File: src/rtl/onehot_mux_pipe_if.sv
// onehot_mux_pipe_if: handshake and data bundle for onehot_mux_pipe.
//   master modport: producer/consumer side (drives in_valid, sel, din, out_ready, err_clr)
//   slave modport : mux side (drives in_ready, out_valid, dout, flags, error statistics)
//   in_valid/in_ready/sel/din        : input beat and handshake
//   out_valid/out_ready/dout/flags   : output beat and handshake
//   err_clr/err_sticky/err_count     : multi-hot error statistics
interface onehot_mux_pipe_if #(
   parameter int unsigned NUM_IN    = 8,
   parameter int unsigned WIDTH     = 32,
   parameter int unsigned ERR_CNT_W = 8
);
   logic                    in_valid;
   logic                    in_ready;
   logic [NUM_IN-1:0]       sel;
   logic [NUM_IN*WIDTH-1:0] din;
   logic                    out_valid;
   logic                    out_ready;
   logic [WIDTH-1:0]        dout;
   logic                    out_zero_hot;
   logic                    out_multi_hot;
   logic                    err_clr;
   logic                    err_sticky;
   logic [ERR_CNT_W-1:0]    err_count;

   modport master (
      output in_valid, sel, din, out_ready, err_clr,
      input  in_ready, out_valid, dout, out_zero_hot, out_multi_hot, err_sticky, err_count
   );

   modport slave (
      input  in_valid, sel, din, out_ready, err_clr,
      output in_ready, out_valid, dout, out_zero_hot, out_multi_hot, err_sticky, err_count
   );
endinterface

File: src/rtl/onehot_mux_pipe.sv
// onehot_mux_pipe: parametrised AND/OR one-hot multiplexor with a 2-entry output FIFO,
// valid/ready handshake and saturating multi-hot error statistics.
//   clk   : clock, rising edge
//   rst_n : synchronous active-low reset; clears FIFO contents, pointers and statistics
//   bus   : onehot_mux_pipe_if slave (input beat, output beat, error statistics)
module onehot_mux_pipe #(
   parameter int unsigned NUM_IN    = 8,
   parameter int unsigned WIDTH     = 32,
   parameter int unsigned ERR_CNT_W = 8
) (
   input logic              clk,
   input logic              rst_n,
   onehot_mux_pipe_if.slave bus
);

   logic [WIDTH-1:0]     mux_data;
   logic                 sel_seen;
   logic                 sel_multi;
   logic                 zero_hot;

   logic [WIDTH-1:0]     data_q [2];
   logic [1:0]           zero_q;
   logic [1:0]           multi_q;
   logic                 wr_ptr_q;
   logic                 rd_ptr_q;
   logic [1:0]           count_q;
   logic                 push;
   logic                 pop;

   logic                 err_sticky_q;
   logic [ERR_CNT_W-1:0] err_count_q;
   logic                 err_sat;

   // AND/OR mux; multi-hot is detected as "a set bit after one was already seen".
   always_comb begin
      mux_data  = '0;
      sel_seen  = 1'b0;
      sel_multi = 1'b0;
      for (int unsigned i = 0; i < NUM_IN; i++) begin
         mux_data  = mux_data | ({WIDTH{bus.sel[i]}} & bus.din[i*WIDTH +: WIDTH]);
         sel_multi = sel_multi | (sel_seen & bus.sel[i]);
         sel_seen  = sel_seen | bus.sel[i];
      end
   end

   assign zero_hot = ~sel_seen;

   // Ready depends only on registered occupancy, never on out_ready.
   assign bus.in_ready  = (count_q != 2'd2);
   assign bus.out_valid = (count_q != 2'd0);
   assign push          = bus.in_valid & bus.in_ready;
   assign pop           = bus.out_valid & bus.out_ready;

   always_ff @(posedge clk) begin
      if (!rst_n) begin
         data_q[0] <= '0;
         data_q[1] <= '0;
         zero_q    <= '0;
         multi_q   <= '0;
         wr_ptr_q  <= 1'b0;
         rd_ptr_q  <= 1'b0;
         count_q   <= 2'd0;
      end else begin
         if (push) begin
            data_q[wr_ptr_q]  <= mux_data;
            zero_q[wr_ptr_q]  <= zero_hot;
            multi_q[wr_ptr_q] <= sel_multi;
            wr_ptr_q          <= ~wr_ptr_q;
         end
         if (pop) begin
            rd_ptr_q <= ~rd_ptr_q;
         end
         if (push && !pop) begin
            count_q <= count_q + 2'd1;
         end else if (pop && !push) begin
            count_q <= count_q - 2'd1;
         end
      end
   end

   assign bus.dout          = data_q[rd_ptr_q];
   assign bus.out_zero_hot  = zero_q[rd_ptr_q];
   assign bus.out_multi_hot = multi_q[rd_ptr_q];

   assign err_sat = &err_count_q;

   // Statistics follow accepted beats; a new multi-hot event wins over a clear.
   always_ff @(posedge clk) begin
      if (!rst_n) begin
         err_sticky_q <= 1'b0;
         err_count_q  <= '0;
      end else if (push && sel_multi) begin
         err_sticky_q <= 1'b1;
         if (bus.err_clr) begin
            err_count_q <= ERR_CNT_W'(1);
         end else if (!err_sat) begin
            err_count_q <= err_count_q + ERR_CNT_W'(1);
         end
      end else if (bus.err_clr) begin
         err_sticky_q <= 1'b0;
         err_count_q  <= '0;
      end
   end

   assign bus.err_sticky = err_sticky_q;
   assign bus.err_count  = err_count_q;

endmodule

File: src/flat_wrapper.sv
// flat-port wrapper written by rule: the top's interface ports become plain ports
module onehot_mux_pipe_flat 
#(
   parameter int unsigned NUM_IN    = 8,
   parameter int unsigned WIDTH     = 32,
   parameter int unsigned ERR_CNT_W = 8
)
  (clk, rst_n, bus_in_valid, bus_sel, bus_din, bus_out_ready, bus_err_clr, bus_in_ready, bus_out_valid, bus_dout, bus_out_zero_hot, bus_out_multi_hot, bus_err_sticky, bus_err_count);
  onehot_mux_pipe_if #(.NUM_IN(NUM_IN), .WIDTH(WIDTH), .ERR_CNT_W(ERR_CNT_W)) bus_i ();
  input logic clk;
  input logic rst_n;
  input wire logic [$bits(bus_i.in_valid)-1:0] bus_in_valid;
  input wire logic [$bits(bus_i.sel)-1:0] bus_sel;
  input wire logic [$bits(bus_i.din)-1:0] bus_din;
  input wire logic [$bits(bus_i.out_ready)-1:0] bus_out_ready;
  input wire logic [$bits(bus_i.err_clr)-1:0] bus_err_clr;
  output wire logic [$bits(bus_i.in_ready)-1:0] bus_in_ready;
  output wire logic [$bits(bus_i.out_valid)-1:0] bus_out_valid;
  output wire logic [$bits(bus_i.dout)-1:0] bus_dout;
  output wire logic [$bits(bus_i.out_zero_hot)-1:0] bus_out_zero_hot;
  output wire logic [$bits(bus_i.out_multi_hot)-1:0] bus_out_multi_hot;
  output wire logic [$bits(bus_i.err_sticky)-1:0] bus_err_sticky;
  output wire logic [$bits(bus_i.err_count)-1:0] bus_err_count;
  assign bus_i.in_valid = bus_in_valid;
  assign bus_i.sel = bus_sel;
  assign bus_i.din = bus_din;
  assign bus_i.out_ready = bus_out_ready;
  assign bus_i.err_clr = bus_err_clr;
  assign bus_in_ready = bus_i.in_ready;
  assign bus_out_valid = bus_i.out_valid;
  assign bus_dout = bus_i.dout;
  assign bus_out_zero_hot = bus_i.out_zero_hot;
  assign bus_out_multi_hot = bus_i.out_multi_hot;
  assign bus_err_sticky = bus_i.err_sticky;
  assign bus_err_count = bus_i.err_count;
  onehot_mux_pipe #(.NUM_IN(NUM_IN), .WIDTH(WIDTH), .ERR_CNT_W(ERR_CNT_W)) u_core (.clk(clk), .rst_n(rst_n), .bus(bus_i));
endmodule
File: config.mk
export PLATFORM = sky130hd
export DESIGN_NAME = onehot_mux_pipe_flat
export DESIGN_NICKNAME = d
export VERILOG_FILES = /design/src/rtl/onehot_mux_pipe_if.sv /design/src/rtl/onehot_mux_pipe.sv /design/src/flat_wrapper.sv
export SDC_FILE = /design/constraint.sdc
export NUM_CORES = 1
export LEC_CHECK = 0
export ABC_AREA = 0
export CAP_MARGIN = 20
export CORE_MARGIN = 2
export CORE_UTILIZATION = 35
export CTS_BUF_LIST = sky130_fd_sc_hd__clkbuf_16
export CTS_CLUSTER_DIAMETER = 200
export CTS_CLUSTER_SIZE = 16
export DETAILED_ROUTE_END_ITERATION = 6
export PLACE_DENSITY = 0.77
export SETUP_SLACK_MARGIN = 0.05
export SLEW_MARGIN = 5
export SYNTH_ARGS = -nofsm -noshare
export SYNTH_HDL_FRONTEND = slang
export SYNTH_SLANG_ARGS = --single-unit
File: constraint.sdc
create_clock -name clk -period 2.9 [get_ports clk]
set_input_delay 0.58 -clock clk [delete_from_list [all_inputs] [get_ports clk]]
set_output_delay 0.58 -clock clk [all_outputs]
set_load 0.03 [all_outputs]
==> impl_metrics.py, run 1 <==
metrics = {
    "floorplan": {
        "dieArea_um2": 14900,
        "ios": 314,
        "start_util": 0.355,
        "coreArea_um2": 13700,
        "die_w_um": 122,
        "placementRows": 43,
        "die_h_um": 122,
    },
    "critical_path": {
        "slowest_delay_ps": 630,
        "arrival_ps": 2000,
        "worstPathRequired_ps": 2320,
        "crit_type": "reg2out",
        "cp_max_fo": 9,
        "slowest_stage": "clkdlybuf4s50_1",
        "startpoint_type": "register",
        "end_kind": "primary output",
        "reg2reg_slack_ps": 860,
        "worstReg2RegEnd": "u_core.bus.err_count[5]$_SDFFE_PN0P_",
        "regToRegStartpoint": "u_core.count_q[0]$_SDFFE_PN0P_",
        "path_cells": "buf_4, mux2_2, clkdlybuf4s50_1",
        "r2r_cells": 6,
    },
    "route": {
        "first_pass_iters": 5,
        "drc": 0,
        "vias_per_cell": 5.62,
        "routedWlPerCell_um": 21.1,
        "ant_nets": 0,
        "drt-total-wl_um": 20200,
        "drtIter0Drc": 376,
        "num_vias": 5389,
    },
    "final_layout": {
        "multi_input_area_um2": 2380,
        "drive_above_1_share": 0.107,
        "fill_cells": 1133,
        "register_area_um2": 2280,
        "area_growth_pct": 74.9,
        "nets": 1045,
        "antenna_cells": 0,
    },
    "min_path": {
        "hold_end": "u_core.zero_q[1]$_SDFFE_PN0P_",
        "worstHoldStart": "u_core.zero_q[1]$_SDFFE_PN0P_",
        "hp-class": "reg2reg",
        "worstHoldPathCells": 2,
    },
    "pwr": {
        "ir_drop_uv": 283,
        "powerDensity_nw_per_um2": 549,
        "cellLeakagePower_nw": 3.17,
    },
    "cts": {
        "cts_root_buf": "clkbuf_16",
        "holdBufCountCts": 0,
        "clk_pin_slew_ps": 60,
        "postCtsSetupBuffers": 0,
        "numCtsBuffers": 9,
        "clock_latency_ps": 330,
        "cts-htree-levels": 3,
        "cts.sinks": 82,
        "cts_tree": "yes",
        "clock_path_buffers": 2,
        "cts-resized-gates": 0,
    },
    "job": {
        "cap_violations": 0,
    },
    "global_routing": {
        "grt_usage": 0.261,
        "grt_pass1_vias": 5626,
        "grt_first_pass_wirelength_um": 29700,
        "overflow": 0,
        "grt_max_degree": 35,
        "antenna_found_initial": 0,
    },
    "sta": {
        "worstMarginPinSlew_ps": 483,
        "fin_crit_ps": 2580,
        "setup_viol": 0,
        "fin_skew_ps": 9.10,
        "holdWs_ps": 460,
        "rsz0062_at_grt": "no",
        "drv_slew": 0,
        "hold_viol": 0,
        "fin_setup_tns_ps": 0,
        "relSlewSlack": 0.678,
        "fmax_mhz": 387,
        "post-route-period-util": 0.891,
    },
    "yosys": {
        "ys_ff_latch": 82,
        "avgSynthCellArea_um2": 10.4,
        "synth_cell_types": 40,
        "syn_area_um2": 4870,
        "yosysMostFrequentCell": "a22oi_1",
        "synth_edf_count": 64,
        "async_reset_ff_frac": 0,
        "synthTopCellsByArea": "edfxtp_1 39%, a22oi_1 20%, mux2_2 7.9%",
        "ys.flop_type": "edfxtp_1",
        "synth_common_cells": "128 x a22oi_1, 68 x nor2_1, 64 x edfxtp_1",
        "yosys_warnings": 0,
        "synthCells": 470,
        "ys_seq_area_frac": 0.469,
        "synthesis.nets": 741,
        "yosys.area.top_type_share": 0.395,
        "yosys.area.top_type": "edfxtp_1",
    },
    "place": {
        "place.gp.congestion": 0.925,
        "place_hpwl_um": 15400,
        "io_buffers": 313,
    },
    "run_status": {
        "status": "finished clean",
    },
}
## per-layer routing
layer  up-vias  track usage  share of wire
li1       2477            -              -
met1      2614        0.308           0.38
met5         -            0              0
met3        24       0.0506          0.080
met2       274        0.476           0.52
met4         0       0.0812          0.019
## power by group
group / internal (W) / leakage, nW / total (W) / switching, W
sequential: 0.00152 / 0.825 / 0.00160 / 0.0000859
clock: 0.000585 / 0.129 / 0.00106 / 0.000474
combinational: 0.00101 / 2.22 / 0.00201 / 0.000999
total: 0.00312 / 3.17 / 0.00468 / 0.00156
## how the worst max path moves through the flow
stage / startpoint / end / slack [ps] / cells past startpoint
2_1_floorplan: bus_sel[5] / u_core.bus.err_count[1]$_SDFFE_PN0P_ / 610 / 7
3_3_place_gp: bus_sel[5] / u_core.bus.err_count[1]$_SDFFE_PN0P_ / 190 / 6
3_5_place_dp: bus_sel[4] / u_core.bus.err_count[2]$_SDFFE_PN0P_ / 100 / 6
4_1_cts: register / bus_dout[9] / 280 / 3
5_1_grt: register / bus_dout[9] / 250 / 3
6_report: register / bus_dout[9] / 320 / 3
## cells by family (layout without fill, tap and decap cells)
| family | count (synthesis) | after routing | synth area share |
|---|---|---|---|
| adder cells (fa/ha/maj) | 3 | 3 | 0.00720 |
| XOR/XNOR | 4 | 4 | 0.00720 |
| AND/OR/NAND/NOR | 140 | 140 | 0.160 |
| buffers and inverters | 49 | 358 | 0.0411 |
| flip-flops | 82 | 82 | 0.469 |
| AO/OA/AOI/OAI | 158 | 158 | 0.237 |
| multiplexers | 34 | 34 | 0.0787 |
## stage by stage
stage	setup WS, ps	std cells	power, W	cell area (um^2)	utilization
6_report	317	959	0.00468	8510	0.621
3_3_place_gp	191	943	0.00360	8240	0.600
5_1_grt	247	959	0.00490	8510	0.621
2_1_floorplan	614	470	0.00265	4870	-
4_1_cts	280	959	0.00471	8510	0.621
3_5_place_dp	95.8	943	0.00364	8240	0.600
## critical path, delay by kind of cell, from the launching register on
family | cells | cell delay (ps)
multiplexers | 1 | 350
buffers and inverters | 2 | 870
flip-flops | 1 | 460
## placed cells by master, fill, tap and decap left out, types with 5 or more instances in the layout
master and instances:
clkdlybuf4s50_1 313, a22oi_1 128, nor2_1 68, edfxtp_1 64, mux2_2 34, and4_1 33, buf_4 23, dfxtp_1 17
nand2_1 10, o21ai_0 10, clkbuf_16 9, a21oi_1 6, inv_1 5
## state kept, by name, summed over array words and instances, names as in the netlist, named ones only
name / flops
u_core.data_q: 64
u_core.bus.err_count: 8
u_core.count_q: 2
u_core.multi_q: 2
u_core.zero_q: 2
u_core.bus.err_sticky: 1
u_core.rd_ptr_q: 1
u_core.wr_ptr_q: 1
## area by class of cell
class                           count  area share
Clock buffer                        9      0.0265
Multi-Input combinational cell    339       0.280
Timing Repair Buffer              337       0.391
Tap cell                          180      0.0265
Clock inverter                      7     0.00602
Sequential cell                    82       0.268
Inverter                            5     0.00220
Power figures use the tool's default switching activity.
==> run 2: changes to the inputs <==
CORE_AREA = 2 2 122 124   (was unset)
CORE_MARGIN = unset   (was 2)
CORE_UTILIZATION = unset   (was 35)
DIE_AREA = 0 0 124 126   (was unset)
PLACE_DENSITY = 0.75   (was 0.77)
==> run 2 against run 1 <==
  * Register-to-register slack better by 60 ps
  * Highest routed layer unchanged
  * Clock-buffer cell count unchanged
  * Core utilization fell by 2.3 points
  * Final cell count grew 0.52%
  * Worst setup slack worse by 36 ps
==> impl_metrics.py, run 2 (same netlist as run 1, synthesis figures left out) <==
metrics = {
    "critical_path": {
        "slowest_delay_ps": 650,
        "slowest_stage": "clkdlybuf4s50_1",
        "cp_max_fo": 25,
        "crit_type": "reg2out",
        "startpoint_type": "register",
        "arrival_ps": 2040,
        "worstReg2RegEnd": "u_core.bus.err_count[5]$_SDFFE_PN0P_",
        "end_kind": "primary output",
        "r2r_cells": 6,
        "worst-path-buf-inv": 2,
        "reg2reg_slack_ps": 920,
        "cp_top_family": "buffers and inverters",
        "regToRegStartpoint": "u_core.count_q[0]$_SDFFE_PN0P_",
        "path_cells": "buf_12, mux2_2, clkdlybuf4s50_1",
        "worstPathRequired_ps": 2320,
    },
    "place": {
        "place_hpwl_um": 14900,
        "place.gp.congestion": 0.897,
        "dp_slack_ps": 99.7,
        "io_buffers": 313,
    },
    "sta": {
        "fmax_mhz": 382,
        "setup_viol": 0,
        "hold_viol": 0,
        "fin_skew_ps": 6.32,
        "fin_setup_tns_ps": 0,
        "worstMarginPinSlew_ps": 756,
        "fin_ws_ps": 281,
        "fin_crit_ps": 2620,
        "drv_slew": 0,
        "rsz0062_at_grt": "no",
        "holdWs_ps": 464,
        "post-route-period-util": 0.903,
        "relSlewSlack": 0.495,
    },
    "cts": {
        "cts_root_buf": "clkbuf_16",
        "holdBufCountCts": 0,
        "clock_path_buffers": 2,
        "numCtsBuffers": 9,
        "postCtsSetupBuffers": 0,
        "clock_latency_ps": 330,
        "clk_pin_slew_ps": 60,
        "cts-resized-gates": 0,
        "cts_tree": "yes",
        "cts.sinks": 82,
        "cts-htree-levels": 3,
    },
    "route": {
        "ant_nets": 0,
        "num_vias": 5327,
        "drtIter0Drc": 387,
        "drc": 0,
        "routedWlPerCell_um": 20.5,
        "drt-total-wl_um": 19700,
        "vias_per_cell": 5.53,
        "first_pass_iters": 5,
    },
    "final_layout": {
        "multi_input_area_um2": 2390,
        "drive_above_1_share": 0.110,
        "area_growth_pct": 75.7,
        "largest_reg_flops": 64,
        "nets": 1045,
        "fill_cells": 1226,
        "final_common_cell": "clkdlybuf4s50_1",
        "top_register": "u_core.data_q",
        "register_area_um2": 2280,
        "final_cell_mix": "310 x clkdlybuf4s50_1, 128 x a22oi_1, 68 x nor2_1",
    },
    "floorplan": {
        "dieArea_um2": 15600,
        "die_w_um": 124,
        "placementRows": 44,
        "coreArea_um2": 14300,
        "start_util": 0.340,
        "die_h_um": 126,
        "ios": 314,
    },
    "pwr": {
        "powerDensity_nw_per_um2": 563,
        "cellLeakagePower_nw": 3.19,
        "ir_drop_uv": 246,
    },
    "global_routing": {
        "grt_max_degree": 35,
        "grt_usage": 0.241,
        "grt_first_pass_wirelength_um": 28900,
        "antenna_found_initial": 1,
        "grt_pass1_vias": 5574,
        "overflow": 0,
    },
    "job": {
        "cap_violations": 0,
    },
    "min_path": {
        "hold_end": "u_core.zero_q[1]$_SDFFE_PN0P_",
        "worstHoldStart": "u_core.zero_q[1]$_SDFFE_PN0P_",
        "hp-class": "reg2reg",
        "worstHoldPathCells": 2,
    },
    "run_status": {
        "status": "finished clean",
    },
}
-- run 2: where the power goes --
group          total [W]  internal (W)  switching (W)
registers        0.00161       0.00152      0.0000881
clock network    0.00121      0.000752       0.000454
logic            0.00200       0.00101       0.000992
total            0.00481       0.00328        0.00153
-- run 2: final cells by class --
type	count	share of cell area
diodes	1	0.000293
well taps	184	0.0269
inverters	5	0.00219
clock buffers	9	0.0263
repair buffers	337	0.387
clock inverters	7	0.0108
flip-flops and latches	82	0.267
multi-input cells	339	0.279
-- run 2: worst reg2reg max path, cell delays in order (launching register included) --
cell and delay (ps):
dfxtp_1 380, nand2b_1 140, nand2_1 120, inv_1 210
nand4_2 320, or4_1 600, a21oi_1 140
-- run 2: how the worst max path moves through the flow --
stage                                                      end  slack (ps)  depth (start not counted)
final                                             bus_dout[30]         280                          3
after global routing                               bus_dout[3]         220                          3
after CTS                                         bus_dout[30]         260                          3
after detailed placement  u_core.bus.err_count[2]$_SDFFE_PN0P_         100                          6
after global placement    u_core.bus.err_count[1]$_SDFFE_PN0P_         190                          6
after floorplan           u_core.bus.err_count[1]$_SDFFE_PN0P_         610                          7
-- run 2: stage by stage --
stage | instances | util | cell area, um^2 | power (W)
floorplan | 470 | - | 4870 | 0.00265
global placement | 947 | 0.575 | 8230 | 0.00360
detailed placement | 947 | 0.575 | 8230 | 0.00364
CTS | 963 | 0.597 | 8550 | 0.00485
global route | 964 | 0.598 | 8550 | 0.00501
finish | 964 | 0.598 | 8550 | 0.00481
-- run 2: routing by layer --
layer / track usage / part of all wire
met5: 0 / 0
met4: 0.0780 / 0.028
met3: 0.0616 / 0.095
met2: 0.443 / 0.51
met1: 0.266 / 0.37
